## src/rtl/pipe_ctrl_cpu_if.sv

```systemverilog
// Instruction-fetch handshake and load/store memory port of pipe_ctrl_cpu.
// master = the core, slave = instruction source plus memory model.
interface pipe_ctrl_cpu_if #(
  parameter int DATA_W = 16
);
  logic [31:0]       instr;
  logic              instr_valid;
  logic              instr_ready;
  logic              mem_req;
  logic              mem_we;
  logic [DATA_W-1:0] mem_addr;
  logic [DATA_W-1:0] mem_wdata;
  logic [DATA_W-1:0] mem_rdata;
  logic              mem_ack;

  modport master (
    input  instr, instr_valid, mem_rdata, mem_ack,
    output instr_ready, mem_req, mem_we, mem_addr, mem_wdata
  );

  modport slave (
    output instr, instr_valid, mem_rdata, mem_ack,
    input  instr_ready, mem_req, mem_we, mem_addr, mem_wdata
  );
endinterface

```

## src/rtl/pipe_ctrl_cpu.sv

```systemverilog
// Multi-cycle CPU core: FETCH/EXEC/MEM/HALT FSM, register file, Z/N/C flags.
// Optional multiplier on opcode 6 enabled by defining CPU_MUL_EN.
module pipe_ctrl_cpu #(
  parameter int DATA_W = 16,
  parameter int NREGS  = 4,
  parameter int PC_W   = 16
) (
  input  logic              clk,
  input  logic              rst,
  pipe_ctrl_cpu_if.master   bus,
  output logic [PC_W-1:0]   pc_out,
  output logic [DATA_W-1:0] alu_result,
  output logic              branch_taken,
  output logic              halted
);
  localparam int RA_W = $clog2(NREGS);

  localparam logic [3:0] OP_ALU  = 4'd0;
  localparam logic [3:0] OP_ALUI = 4'd1;
  localparam logic [3:0] OP_BR   = 4'd2;
  localparam logic [3:0] OP_LD   = 4'd3;
  localparam logic [3:0] OP_ST   = 4'd4;
  localparam logic [3:0] OP_HALT = 4'd5;
  localparam logic [3:0] OP_MUL  = 4'd6;

  typedef enum logic [1:0] {S_FETCH, S_EXEC, S_MEM, S_HALT} state_t;

  // Returns {carry, result}; carry is no-borrow for SUB and the shifted-out bit for shifts.
  function automatic logic [DATA_W:0] alu_op(input logic [2:0] f,
                                             input logic [DATA_W-1:0] a,
                                             input logic [DATA_W-1:0] b);
    logic [DATA_W:0] r;
    r = '0;
    case (f)
      3'b000:  r = {1'b0, a} + {1'b0, b};
      3'b001:  r = {(a >= b), a - b};
      3'b010:  r = {1'b0, a & b};
      3'b011:  r = {1'b0, a | b};
      3'b100:  r = {1'b0, a ^ b};
      3'b101:  r = {1'b0, ~a};
      3'b110:  r = {a[DATA_W-1], a[DATA_W-2:0], 1'b0};
      default: r = {a[0], 1'b0, a[DATA_W-1:1]};
    endcase
    return r;
  endfunction

  function automatic logic br_cond(input logic [2:0] f, input logic z,
                                   input logic n, input logic c);
    logic t;
    case (f)
      3'b000:  t = 1'b1;
      3'b001:  t = z;
      3'b010:  t = !z;
      3'b011:  t = n;
      3'b100:  t = !n;
      3'b101:  t = c;
      3'b110:  t = !c;
      default: t = 1'b0;
    endcase
    return t;
  endfunction

  state_t            state_q, state_d;
  logic [PC_W-1:0]   pc_q, pc_d;
  logic [31:0]       ir_q, ir_d;
  logic [DATA_W-1:0] regs_q [NREGS];
  logic [DATA_W-1:0] regs_d [NREGS];
  logic              z_q, z_d, n_q, n_d, c_q, c_d;
  logic [DATA_W-1:0] alu_result_q, alu_result_d;
  logic              mem_req_q, mem_req_d, mem_we_q, mem_we_d;
  logic [DATA_W-1:0] mem_addr_q, mem_addr_d, mem_wdata_q, mem_wdata_d;
  logic              branch_taken_q, branch_taken_d;
  logic              halted_q, halted_d;
  logic              instr_ready_q, instr_ready_d;

  logic [3:0]          opcode;
  logic [2:0]          f3;
  logic [RA_W-1:0]     rd, rs1, rs2;
  logic signed [12:0]  imm_s;
  logic [DATA_W-1:0]   imm_x, rs1_v, rs2_v, alu_b;
  logic [PC_W-1:0]     imm_pc;
  logic [DATA_W:0]     alu_out;
  logic                unused_ir;

  assign opcode    = ir_q[31:28];
  assign f3        = ir_q[27:25];
  assign rd        = ir_q[21 +: RA_W];
  assign rs1       = ir_q[17 +: RA_W];
  assign rs2       = ir_q[13 +: RA_W];
  assign imm_s     = $signed(ir_q[12:0]);
  assign imm_x     = DATA_W'(imm_s);
  assign imm_pc    = PC_W'(imm_s);
  assign rs1_v     = regs_q[rs1];
  assign rs2_v     = regs_q[rs2];
  assign alu_b     = (opcode == OP_ALU) ? rs2_v : imm_x;
  assign alu_out   = alu_op(f3, rs1_v, alu_b);
  assign unused_ir = ^ir_q;

`ifdef CPU_MUL_EN
  logic [DATA_W-1:0] mul_res;
  assign mul_res = rs1_v * rs2_v;
`endif

  always_comb begin
    state_d        = state_q;
    pc_d           = pc_q;
    ir_d           = ir_q;
    regs_d         = regs_q;
    z_d            = z_q;
    n_d            = n_q;
    c_d            = c_q;
    alu_result_d   = alu_result_q;
    mem_req_d      = mem_req_q;
    mem_we_d       = mem_we_q;
    mem_addr_d     = mem_addr_q;
    mem_wdata_d    = mem_wdata_q;
    branch_taken_d = 1'b0;
    halted_d       = halted_q;
    case (state_q)
      S_FETCH: begin
        if (bus.instr_valid && instr_ready_q) begin
          ir_d    = bus.instr;
          state_d = S_EXEC;
        end
      end
      S_EXEC: begin
        state_d = S_FETCH;
        pc_d    = pc_q + PC_W'(1);
        case (opcode)
          OP_ALU, OP_ALUI: begin
            regs_d[rd]   = alu_out[DATA_W-1:0];
            alu_result_d = alu_out[DATA_W-1:0];
            z_d          = (alu_out[DATA_W-1:0] == '0);
            n_d          = alu_out[DATA_W-1];
            c_d          = alu_out[DATA_W];
          end
          OP_BR: begin
            if (br_cond(f3, z_q, n_q, c_q)) begin
              pc_d           = pc_q + imm_pc;
              branch_taken_d = 1'b1;
            end
          end
          OP_LD, OP_ST: begin
            mem_req_d   = 1'b1;
            mem_we_d    = (opcode == OP_ST);
            mem_addr_d  = rs1_v + imm_x;
            mem_wdata_d = rs2_v;
            pc_d        = pc_q;
            state_d     = S_MEM;
          end
          OP_HALT: begin
            halted_d = 1'b1;
            pc_d     = pc_q;
            state_d  = S_HALT;
          end
`ifdef CPU_MUL_EN
          OP_MUL: begin
            regs_d[rd]   = mul_res;
            alu_result_d = mul_res;
            z_d          = (mul_res == '0);
            n_d          = mul_res[DATA_W-1];
            c_d          = 1'b0;
          end
`endif
          default: ;
        endcase
      end
      S_MEM: begin
        if (bus.mem_ack) begin
          if (!mem_we_q) regs_d[rd] = bus.mem_rdata;
          pc_d      = pc_q + PC_W'(1);
          mem_req_d = 1'b0;
          mem_we_d  = 1'b0;
          state_d   = S_FETCH;
        end
      end
      default: ;
    endcase
    instr_ready_d = (state_d == S_FETCH);
  end

  always_ff @(posedge clk) begin
    if (rst) begin
      state_q        <= S_FETCH;
      pc_q           <= '0;
      ir_q           <= '0;
      regs_q         <= '{default: '0};
      z_q            <= 1'b0;
      n_q            <= 1'b0;
      c_q            <= 1'b0;
      alu_result_q   <= '0;
      mem_req_q      <= 1'b0;
      mem_we_q       <= 1'b0;
      mem_addr_q     <= '0;
      mem_wdata_q    <= '0;
      branch_taken_q <= 1'b0;
      halted_q       <= 1'b0;
      instr_ready_q  <= 1'b1;
    end else begin
      state_q        <= state_d;
      pc_q           <= pc_d;
      ir_q           <= ir_d;
      regs_q         <= regs_d;
      z_q            <= z_d;
      n_q            <= n_d;
      c_q            <= c_d;
      alu_result_q   <= alu_result_d;
      mem_req_q      <= mem_req_d;
      mem_we_q       <= mem_we_d;
      mem_addr_q     <= mem_addr_d;
      mem_wdata_q    <= mem_wdata_d;
      branch_taken_q <= branch_taken_d;
      halted_q       <= halted_d;
      instr_ready_q  <= instr_ready_d;
    end
  end

  assign bus.instr_ready = instr_ready_q;
  assign bus.mem_req     = mem_req_q;
  assign bus.mem_we      = mem_we_q;
  assign bus.mem_addr    = mem_addr_q;
  assign bus.mem_wdata   = mem_wdata_q;
  assign pc_out          = pc_q;
  assign alu_result      = alu_result_q;
  assign branch_taken    = branch_taken_q;
  assign halted          = halted_q;
endmodule

```

## src/flat_wrapper.sv

```systemverilog
// flat-port wrapper written by rule: the top's interface ports become plain ports
module pipe_ctrl_cpu_flat 
#(
  parameter int DATA_W = 16,
  parameter int NREGS  = 4,
  parameter int PC_W   = 16
)
  (clk, rst, pc_out, alu_result, branch_taken, halted, bus_instr, bus_instr_valid, bus_mem_rdata, bus_mem_ack, bus_instr_ready, bus_mem_req, bus_mem_we, bus_mem_addr, bus_mem_wdata);
  pipe_ctrl_cpu_if #(.DATA_W(DATA_W)) bus_i ();
  input  logic clk;
  input  logic rst;
  output logic [PC_W-1:0] pc_out;
  output logic [DATA_W-1:0] alu_result;
  output logic branch_taken;
  output logic halted;
  input wire logic [$bits(bus_i.instr)-1:0] bus_instr;
  input wire logic [$bits(bus_i.instr_valid)-1:0] bus_instr_valid;
  input wire logic [$bits(bus_i.mem_rdata)-1:0] bus_mem_rdata;
  input wire logic [$bits(bus_i.mem_ack)-1:0] bus_mem_ack;
  output wire logic [$bits(bus_i.instr_ready)-1:0] bus_instr_ready;
  output wire logic [$bits(bus_i.mem_req)-1:0] bus_mem_req;
  output wire logic [$bits(bus_i.mem_we)-1:0] bus_mem_we;
  output wire logic [$bits(bus_i.mem_addr)-1:0] bus_mem_addr;
  output wire logic [$bits(bus_i.mem_wdata)-1:0] bus_mem_wdata;
  assign bus_i.instr = bus_instr;
  assign bus_i.instr_valid = bus_instr_valid;
  assign bus_i.mem_rdata = bus_mem_rdata;
  assign bus_i.mem_ack = bus_mem_ack;
  assign bus_instr_ready = bus_i.instr_ready;
  assign bus_mem_req = bus_i.mem_req;
  assign bus_mem_we = bus_i.mem_we;
  assign bus_mem_addr = bus_i.mem_addr;
  assign bus_mem_wdata = bus_i.mem_wdata;
  pipe_ctrl_cpu #(.DATA_W(DATA_W), .NREGS(NREGS), .PC_W(PC_W)) u_core (.clk(clk), .rst(rst), .bus(bus_i), .pc_out(pc_out), .alu_result(alu_result), .branch_taken(branch_taken), .halted(halted));
endmodule
```

## config.mk

```make
export PLATFORM = sky130hd
export DESIGN_NAME = pipe_ctrl_cpu_flat
export DESIGN_NICKNAME = d
export VERILOG_FILES = /design/src/rtl/pipe_ctrl_cpu_if.sv /design/src/rtl/pipe_ctrl_cpu.sv /design/src/flat_wrapper.sv
export SDC_FILE = /design/constraint.sdc
export NUM_CORES = 1
export LEC_CHECK = 0
export ABC_AREA = 1
export CAP_MARGIN = 40
export CORE_AREA = 5 5 227 119
export CTS_BUF_LIST = sky130_fd_sc_hd__clkbuf_16
export DETAILED_ROUTE_END_ITERATION = 8
export DIE_AREA = 0 0 232 124
export GPL_TIMING_DRIVEN = 0
export PLACE_DENSITY_LB_ADDON = 0.08
export SETUP_SLACK_MARGIN = 0.1
export SLEW_MARGIN = 15
export SYNTH_ARGS = -nofsm -noshare
export SYNTH_HDL_FRONTEND = slang
export SYNTH_SLANG_ARGS = --single-unit
```

## constraint.sdc

```tcl
create_clock -name clk -period 8.3 [get_ports clk]
set_input_delay 2.49 -clock clk [delete_from_list [all_inputs] [get_ports clk]]
set_output_delay 2.49 -clock clk [all_outputs]
set_load 0.02 [all_outputs]
```

==> After elaboration in Yosys (flattened, before gate mapping) <==
Cells that the tools add are included.
{ "classes": {"n_addsub": 5, "order_cmp": 5, "eq_ne": 18, "mux": 33, "bitwise": 9, "n_reduce_logical": 22} }
{ "ops": {"columns": ["op", "n"], "rows": [
  ["$mux W64", 3],
  ["$bwmux W64", 2],
  ["$mux W16", 8],
  ["$pmux W64 S2", 1],
  ["$pmux W17 S7", 1],
  ["$bmux W16 S2", 2],
  ["$pmux W16 S2", 2],
  ["$add A16 B16 Y16", 2],
  ["$demux W16 S2", 1],
  ["$add A16 B16 Y17", 1],
  ["$add A16 B1 Y16 const B", 1],
  ["$and A16 B16 Y16", 1],
  ["$ge A16 B16 Y1", 1],
  ["$logic_not A16 Y1", 1],
  ["$not A16 Y16", 1],
  ["$or A16 B16 Y16", 1],
  ["$sub A16 B16 Y16", 1],
  ["$xor A16 B16 Y16", 1],
  ["$ne A2 B2 Y1 const B", 5],
  ["$eq A3 B3 Y1 const B", 3],
  ["$ge A3 B3 Y1 const B", 3],
  ["$not A2 Y3", 3],
  ["$eq A4 B2 Y1 const B", 2],
  ["$eq A4 B3 Y1 const B", 2],
  ["24 further kinds", 43]
]} }
{ "word_totals": {"regBits": 170, "inputBits": 52, "output_inout_bits": 69, "elab_cells": 110} }

==> Longest topological paths before layout <==
Gate-level depths: netlist of run 1.
{ "depth": {"ltp_word": 10, "mapped_depth": 24, "depth_no_buf": 23} }

==> Worst setup path before layout of run 1 <==
No wires, ideal clock.
{ "synth_timing": {"path_type": "in2reg", "startpoint": "in bus_mem_ack", "endpoint": "reg u_core.regs_q[0] (netlist bit)", "setup_ps": 113, "arrival_ps": 3551, "required_time_ps": 8187, "setup_slack_ps": 4636, "cell_stages": 8, "n_path_buf": 1, "cell_sequence": "inv_1 o31ai_4 inv_2 nor3_4 inv_2 buf_2 o21ai_1 inv_1"} }
{ "synth_between": {"elab_chain_len": 2} }
{ "synth_lines": {"columns": ["element", "line", "rtl"], "rows": [
  ["start, declared", "flat_wrapper.sv:19", "input wire logic [$bits(bus_i.mem_ack)-1:0] bus_mem_ack;"],
  ["$ne A2 B2 Y1 (no source line)", null, null],
  ["$reduce_and A4 Y1 (no source line)", null, null],
  ["end signal, assigned", "pipe_ctrl_cpu.sv:203", "regs_q <= regs_d;"],
  ["end, declared", "pipe_ctrl_cpu.sv:66", "logic [DATA_W-1:0] regs_q [NREGS];"]
]} }
No other way between the ends.
A chain may end at the register's enable or synchronous reset.

==> Worst setup path after layout of run 1 <==
{ "layout_timing": {"startpoint": "reg u_core.ir_q[14]", "endpoint": "reg u_core.z_q"} }
{ "layout_between": {"elab_chain_len": 8, "word_cells_on_any_way": 12, "cone_classes": "add/sub (2); mux (5); bitwise (4); reduce/logical (1)"} }
{ "layout_lines": {"columns": ["element", "line", "rtl"], "rows": [
  ["start, declared", "pipe_ctrl_cpu.sv:65", "logic [31:0] ir_q, ir_d;"],
  ["start signal, assigned", "pipe_ctrl_cpu.sv:202", "ir_q <= ir_d;"],
  ["$not A2 Y3 (implied by the code) (*)", "pipe_ctrl_cpu.sv:94", "assign rs2_v = regs_q[rs2];"],
  ["$bmux W16 S2 (*)", "pipe_ctrl_cpu.sv:94", null],
  ["$mux W16 (implied by the code) (*) (2 in a row)", "pipe_ctrl_cpu.sv:94", null],
  ["$mux W16 (*)", "pipe_ctrl_cpu.sv:95", "assign alu_b = (opcode == OP_ALU) ? rs2_v : imm_x;"],
  ["$sub A16 B16 Y16 (tied with other cells)", "pipe_ctrl_cpu.sv:36", "3'b001: r = {(a >= b), a - b};"],
  ["$pmux W17 S7 (*)", "pipe_ctrl_cpu.sv:34", "case (f)"],
  ["$logic_not A16 Y1 (*)", "pipe_ctrl_cpu.sv:133", "z_d = (alu_out[DATA_W-1:0] == '0);"],
  ["end signal, assigned", "pipe_ctrl_cpu.sv:204", "z_q <= z_d;"],
  ["end, declared", "pipe_ctrl_cpu.sv:68", "logic z_q, z_d, n_q, n_d, c_q, c_d;"]
]} }
Mark *: on every way between the ends. The rest lies on a longest branch, timed or not. The select of a mux whose other input is x is not followed.

==> impl_metrics.py, run 1 <==
metrics = {
    "timing": {
        "period_share_pct": 64.0,
        "rsz0062_at_grt": "false",
        "hold_violations": 0,
        "slew_violations": 0,
        "slew_headroom_pct": 37.0,
        "min_period_ns": 5.31,
        "tightestPinTransition_ns": 0.946,
        "setup_viol": 0,
        "clock.fmax_mhz": 188,
        "tns_ns": 0,
        "clock_skew_ns": 0.0176,
    },
    "grt": {
        "grt_first_pass_wirelength_mm": 82.3,
        "grt_max_degree": 19,
        "antenna_found_initial": 2,
        "grt_usage_pct": 38.8,
        "overflow": 0,
        "grt_pass1_vias": 13090,
    },
    "worst_hold_path": {
        "hold-path-endpoint": "u_core.bus.mem_addr[0]",
        "hold_start": "u_core.bus.mem_addr[0]",
        "hold_class": "flip-flop to flip-flop",
        "holdPathStages": 2,
    },
    "clock_network": {
        "hold_buffers": 0,
        "clock-sinks": 163,
        "cts_resized": 0,
        "cts_tree": "yes",
        "clkLatencyLatePin_ns": 0.48,
        "ctsRootBufferMaster": "clkbuf_16",
        "numCtsBuffers": 17,
        "clockBufferDepth": 2,
        "path_clk_slew_ns": 0.08,
        "htreeDepth": 4,
        "post_cts_buffers": 0,
    },
    "power_and_ir_drop": {
        "total_power_mw": 3.17,
        "leakagePower_nw": 6.74,
        "ir_worst_vdd_uv": 179,
        "power_density_nw_per_um2": 221,
    },
    "layout": {
        "drive_above_1_share_pct": 5.24,
        "layout_commonest_cell": "nand2_1",
        "utilization_pct": 57.9,
        "final_cell_mix": "nand2_1, inv_1, nor2_1",
        "nets": 2243,
        "areaGrowthSynthToFinish_pct": 18.1,
    },
    "synthesis": {
        "yosysWarningCount": 0,
        "synth_edf_count": 0,
        "syn_avg_cell_area_um2": 6.15,
        "synth_fp_nets": 2107,
        "syn_inst": 1971,
        "synth-seq-area-share_pct": 26.9,
        "syn-cell-area_um2": 12100,
        "ys_seq_elements": 163,
        "async_reset_ff_share_pct": 0,
        "synth_flop_cell": "dfxtp_1",
        "synth_cell_type_count": 47,
    },
    "routing": {
        "via_per_inst": 6.06,
        "finalWirelength_mm": 57.2,
        "drtIter0Drc": 2460,
        "wl_per_cell_um": 23.2,
        "drtAntennaViolNets": 0,
        "num_vias": 14946,
        "dr.pass1.iters": 6,
        "drc_errors": 0,
    },
    "setup_path": {
        "start_kind": "flip-flop",
        "end_kind": "flip-flop",
        "required_ns": 8.70,
        "cp.arrival_ns": 5.71,
        "rr_endpoint": "u_core.z_q",
        "crit_fanout": 10,
        "r2r_cells": 22,
        "r2r_slack_ns": 2.99,
        "r2r-start": "u_core.ir_q[14]",
        "crit_type": "flip-flop to flip-flop",
    },
    "placement": {
        "place_congestion": 1.09,
        "dpl.hpwl_mm": 45.7,
        "portBuffers": 113,
    },
    "die": {
        "core_um2": 24700,
        "fp-row-count": 41,
        "die_area_um2": 28800,
        "fp.dieH_um": 124,
        "pin_count": 121,
        "initial_core_util_pct": 49.1,
        "die_w_um": 232,
    },
    "outcome": {
        "status": "complete, no violations",
    },
    "flow_run": {
        "cap_violations": 0,
    },
}
flip-flops by register name, summed over array words and instances (netlist names):
name,flops
u_core.alu_result,16
u_core.branch_taken,1
u_core.bus.instr_ready,1
u_core.bus.mem_addr,16
u_core.bus.mem_req,1
u_core.bus.mem_wdata,16
u_core.bus.mem_we,1
u_core.c_q,1
u_core.halted,1
u_core.ir_q,26
u_core.pc_out,16
u_core.regs_q,64
u_core.state_q,2
u_core.z_q,1
worst max-delay path, stage by stage, from the launching register on:
cell	delay [ns]
dfxtp_1	0.62
clkinv_1	0.56
clkbuf_1	0.45
a21oi_1	0.21
o21ai_0	0.11
nand2_1	0.22
nand2_1	0.07
o21ai_0	0.27
ha_1	0.34
buf_2	0.19
inv_1	0.24
nand2_1	0.08
nand2_1	0.09
a21oi_1	0.05
nand2_1	0.09
nand2_1	0.09
nand2_1	0.09
nand2_1	0.07
a21oi_1	0.13
nor2_1	0.09
nor2_1	0.52
nand4_1	0.40
a21oi_1	0.23
power by group:
part | internal, mW | switching [mW]
registers | 0.824 | 0.0567
clock network | 0.401 | 0.416
logic | 0.397 | 1.07
synthesized netlist by cell type (4+ instances only):
library cell  instances  area [um^2]
nand2_1             453         1700
inv_1               237          890
nor2_1              204          766
a21oi_1             198          991
o21ai_0             194          971
dfxtp_1             163         3260
nand3_1             162          811
ha_1                 80         1000
clkbuf_1             52          195
buf_2                28          140
o21ai_1              27          135
nand4_1              19          119
inv_2                16         60.1
xor2_1               15          131
nor3_1               12         60.1
o211ai_1             10         75.1
xnor2_1              10         87.6
or2_2                 9         56.3
o22ai_1               8         50.1
a31oi_1               6         37.5
a21o_1                5         37.5
buf_4                 5         37.5
nor2_2                5         31.3
o21bai_1              5         37.5
and2_1                4         25.0
fa_1                  4         80.1
o31ai_1               4         30.0
layer usage:
| metal | track usage (%) | share of wire (%) |
|---|---|---|
| met1 | 57.4 | 45 |
| met2 | 46.3 | 34 |
| met3 | 22.2 | 19 |
| met4 | 9.73 | 2.1 |
| met5 | 0.521 | 0.047 |
metrics by stage:
stage	std cells	setup slack [ns]	hold slack (ns)	area (um^2)
2_1_floorplan	1971	4.64	0.445	12100
3_3_place_gp	2428	3.54	0.455	13700
3_5_place_dp	2429	3.53	0.469	13700
4_1_cts	2461	3.50	0.479	14300
5_1_grt	2464	2.94	0.504	14300
6_report	2465	2.99	0.474	14300
layout make-up:
cell class | count | area, um^2
Timing Repair Buffer | 117 | 1180
Clock inverter | 15 | 158
Tap cell | 344 | 430
Multi-Input combinational cell | 1465 | 7520
Antenna cell | 1 | 2.50
Inverter | 254 | 953
Fill cell | 2486 | 10400
Sequential cell | 163 | 3260
Buffer | 89 | 395
Clock buffer | 17 | 425
worst max-delay path by stage:
stage,start,slack [ns],cells past startpoint,endpoint
floorplan,bus_mem_ack,4.64,8,u_core.regs_q[0]
global placement,u_core.ir_q[14],3.54,21,u_core.z_q
detailed placement,u_core.ir_q[14],3.53,21,u_core.z_q
CTS,u_core.ir_q[14],3.50,21,u_core.z_q
global route,u_core.ir_q[14],2.94,21,u_core.z_q
finish,u_core.ir_q[14],2.99,22,u_core.z_q
cell families (layout without fill, tap and decap cells):
| kind of cell | after synthesis | in the layout | share of synthesized area, % |
|---|---|---|---|
| xor gates and xnor gates | 25 | 25 | 1.81 |
| adders and majority gates | 84 | 84 | 8.91 |
| other | 0 | 1 | 0 |
| DFF | 163 | 163 | 26.9 |
| muxes | 1 | 1 | 0.0825 |
| and+or+nand+nor | 882 | 882 | 30.4 |
| buffers and inverters | 343 | 492 | 11.1 |
| AOI/OAI and AO/OA | 473 | 473 | 20.7 |
Note: power is estimated with default switching activity, not from simulation.
==> inputs of run 2 (changes only) <==
- clock period: 8.3 -> 4.25 ns (I/O delays scaled with it)
==> run 2 against run 1 <==
Net effect:
- final cell count about the same
- register-to-register slack got worse by 2.9 ns
- power rose by 99%
- largest cell class unchanged
==> impl_metrics.py, run 2 (synthesis results as in run 1) <==
metrics = {
    "outcome": {
        "status": "complete, no violations",
    },
    "routing": {
        "drc_errors": 0,
        "drtIter0Drc": 2500,
        "finalWirelength_mm": 57.5,
        "dr.pass1.iters": 8,
        "wl_per_cell_um": 23.3,
        "via_per_inst": 6.08,
        "num_vias": 14981,
        "drtAntennaViolNets": 0,
    },
    "placement": {
        "dp_slack_ns": -0.518,
        "portBuffers": 113,
        "place_congestion": 1.09,
        "dpl.hpwl_mm": 45.7,
    },
    "power_and_ir_drop": {
        "power_density_nw_per_um2": 433,
        "leakagePower_nw": 6.81,
        "switching_power_mw": 3.06,
        "p_seq_share_pct": 27.4,
        "p_clk_share_pct": 25.4,
        "ir_worst_vdd_uv": 347,
        "pwr-share-comb_pct": 47.2,
        "total_power_mw": 6.29,
        "p_sw_share_pct": 48.7,
        "intPower_mw": 3.22,
    },
    "setup_path": {
        "required_ns": 4.65,
        "crit_fanout": 10,
        "slowest_delay_ns": 0.41,
        "cp_top_family": "simple AND/OR/NAND/NOR gates",
        "crit_end": "u_core.z_q",
        "worstPathCellList": "inv_4 > clkbuf_4 > a21oi_1 > o21ai_0 > nand2_1 > nand2_1 > o21ai_0 > ha_1 > buf_2 > inv_1 > nand2_1 > nand2_1 > inv_1 > nand3_1 > nand2_1 > nand3_1 > nand3_1 > nand3_1 > nand2_1 > nand2_1 > nor2_1 > nand4_1 > a21oi_2",
        "cp.arrival_ns": 4.55,
        "path_common_cell": "nand2_1",
        "crit_type": "flip-flop to flip-flop",
        "r2r-start": "u_core.ir_q[14]",
        "crit_buf_inv": 5,
        "end_kind": "flip-flop",
        "crit_path_top_delay_cell": "dfxtp_4",
        "r2r_slack_ns": 0.1,
        "r2r_cells": 23,
        "rr_endpoint": "u_core.z_q",
        "critPathLaunch": "u_core.ir_q[14]",
        "start_kind": "flip-flop",
        "cp.depth": 23,
    },
    "layout": {
        "top_register": "u_core.regs_q",
        "regArea_um2": 3270,
        "utilization_pct": 58.6,
        "layout_commonest_cell": "nand2_1",
        "diodes": 0,
        "areaGrowthSynthToFinish_pct": 19.5,
        "reg_top3": "u_core.regs_q: 64 flops, u_core.ir_q: 26 flops",
        "nets": 2245,
        "final_cell_mix": "nand2_1, inv_1, a21oi_1, nor2_1, o21ai_0",
        "multi_input_area_um2": 7610,
        "drive_above_1_share_pct": 7.35,
        "num-fill-cells": 2466,
        "largest_reg_flops": 64,
    },
    "worst_hold_path": {
        "hold_class": "flip-flop to flip-flop",
    },
    "timing": {
        "fin_ws_ns": 0.0994,
        "slew_violations": 0,
        "rsz0062_at_grt": "true",
        "clock.fmax_mhz": 241,
        "hold_violations": 0,
        "min_period_ns": 4.15,
        "clock_skew_ns": 0.0228,
        "slew_headroom_pct": 37.2,
        "whs_ns": 0.475,
        "tightestPinTransition_ns": 0.942,
        "setup_viol": 0,
        "period_share_pct": 97.7,
    },
    "clock_network": {
        "path_clk_slew_ns": 0.08,
        "clock-sinks": 163,
        "ctsRootBufferMaster": "clkbuf_16",
        "cts_tree": "yes",
        "numCtsBuffers": 17,
        "clkLatencyLatePin_ns": 0.47,
        "clockBufferDepth": 2,
        "hold_buffers": 0,
        "htreeDepth": 4,
    },
    "grt": {
        "overflow": 0,
        "grt_max_degree": 19,
        "grt_usage_pct": 38.9,
        "grt_first_pass_wirelength_mm": 82.5,
        "antenna_found_initial": 2,
        "grt_pass1_vias": 13094,
    },
    "die": {
        "initial_core_util_pct": 49.1,
        "fp-row-count": 41,
        "die_w_um": 232,
        "fp.dieH_um": 124,
        "core_um2": 24700,
        "pin_count": 121,
        "die_area_um2": 28800,
    },
    "flow_run": {
        "cap_violations": 0,
    },
}
==> run 2: per-layer routing <==
metal	track usage, %	wire length [um]	vias to the layer above
met3	22.2	10800	131
met2	46.5	19700	1150
met5	0.521	51	-
li1	-	-	6715
met1	57.6	25800	6979
met4	9.59	1190	6
==> run 2: tightest hold or removal path: stages (launching register included) <==
cell,delay [ns]
dfxtp_1,0.31
nand2_1,0.06
a21oi_1,0.06
==> run 2: layout make-up <==
type,instances,area share (%)
Timing Repair Buffer,121,8.34
Inverter,254,6.59
Sequential cell,163,22.5
Tap cell,344,2.97
Multi-Input combinational cell,1465,52.5
Buffer,87,3.03
Clock buffer,17,2.93
Clock inverter,15,1.09
==> run 2: power by group through the flow <==
| stage | Clock (mW) | Sequential, mW | Combinational, mW |
|---|---|---|---|
| floorplan | 0 | 1.74 | 1.63 |
| global placement | 0 | 1.74 | 2.64 |
| detailed placement | 0 | 1.75 | 2.65 |
| CTS | 1.59 | 1.71 | 2.69 |
| global route | 1.66 | 1.73 | 3.12 |
| finish | 1.60 | 1.72 | 2.96 |
==> run 2: worst min path at each step <==
stage                     cells after the start  slack [ns]                     end                    from
after global routing                          2        0.50       u_core.regs_q[28]       u_core.regs_q[28]
after detailed placement                      2        0.47  u_core.bus.mem_addr[0]  u_core.bus.mem_addr[0]
final                                         2        0.48  u_core.bus.mem_addr[0]  u_core.bus.mem_addr[0]
after floorplan                               2        0.45         u_core.ir_q[30]         u_core.ir_q[30]
after global placement                        2        0.45  u_core.bus.mem_addr[0]  u_core.bus.mem_addr[0]
after CTS                                     2        0.48  u_core.bus.mem_addr[0]  u_core.bus.mem_addr[0]
==> run 2: timing repair <==
| action | CTS | global route |
|---|---|---|
| resized for setup | 23 | 54 |
| pin swaps | 1 | 5 |
| setup buffers | 2 | 2 |
| endpoints found under the setup margin | 55 | 30 |
==> run 2: stage by stage <==
stage | std cells | instance area (um^2) | TNS (ns)
global route | 2466 | 14500 | 0
floorplan | 1971 | 12100 | 0
CTS | 2463 | 14300 | 0
finish | 2466 | 14500 | 0
global placement | 2428 | 13700 | -5.76
detailed placement | 2429 | 13700 | -7.54
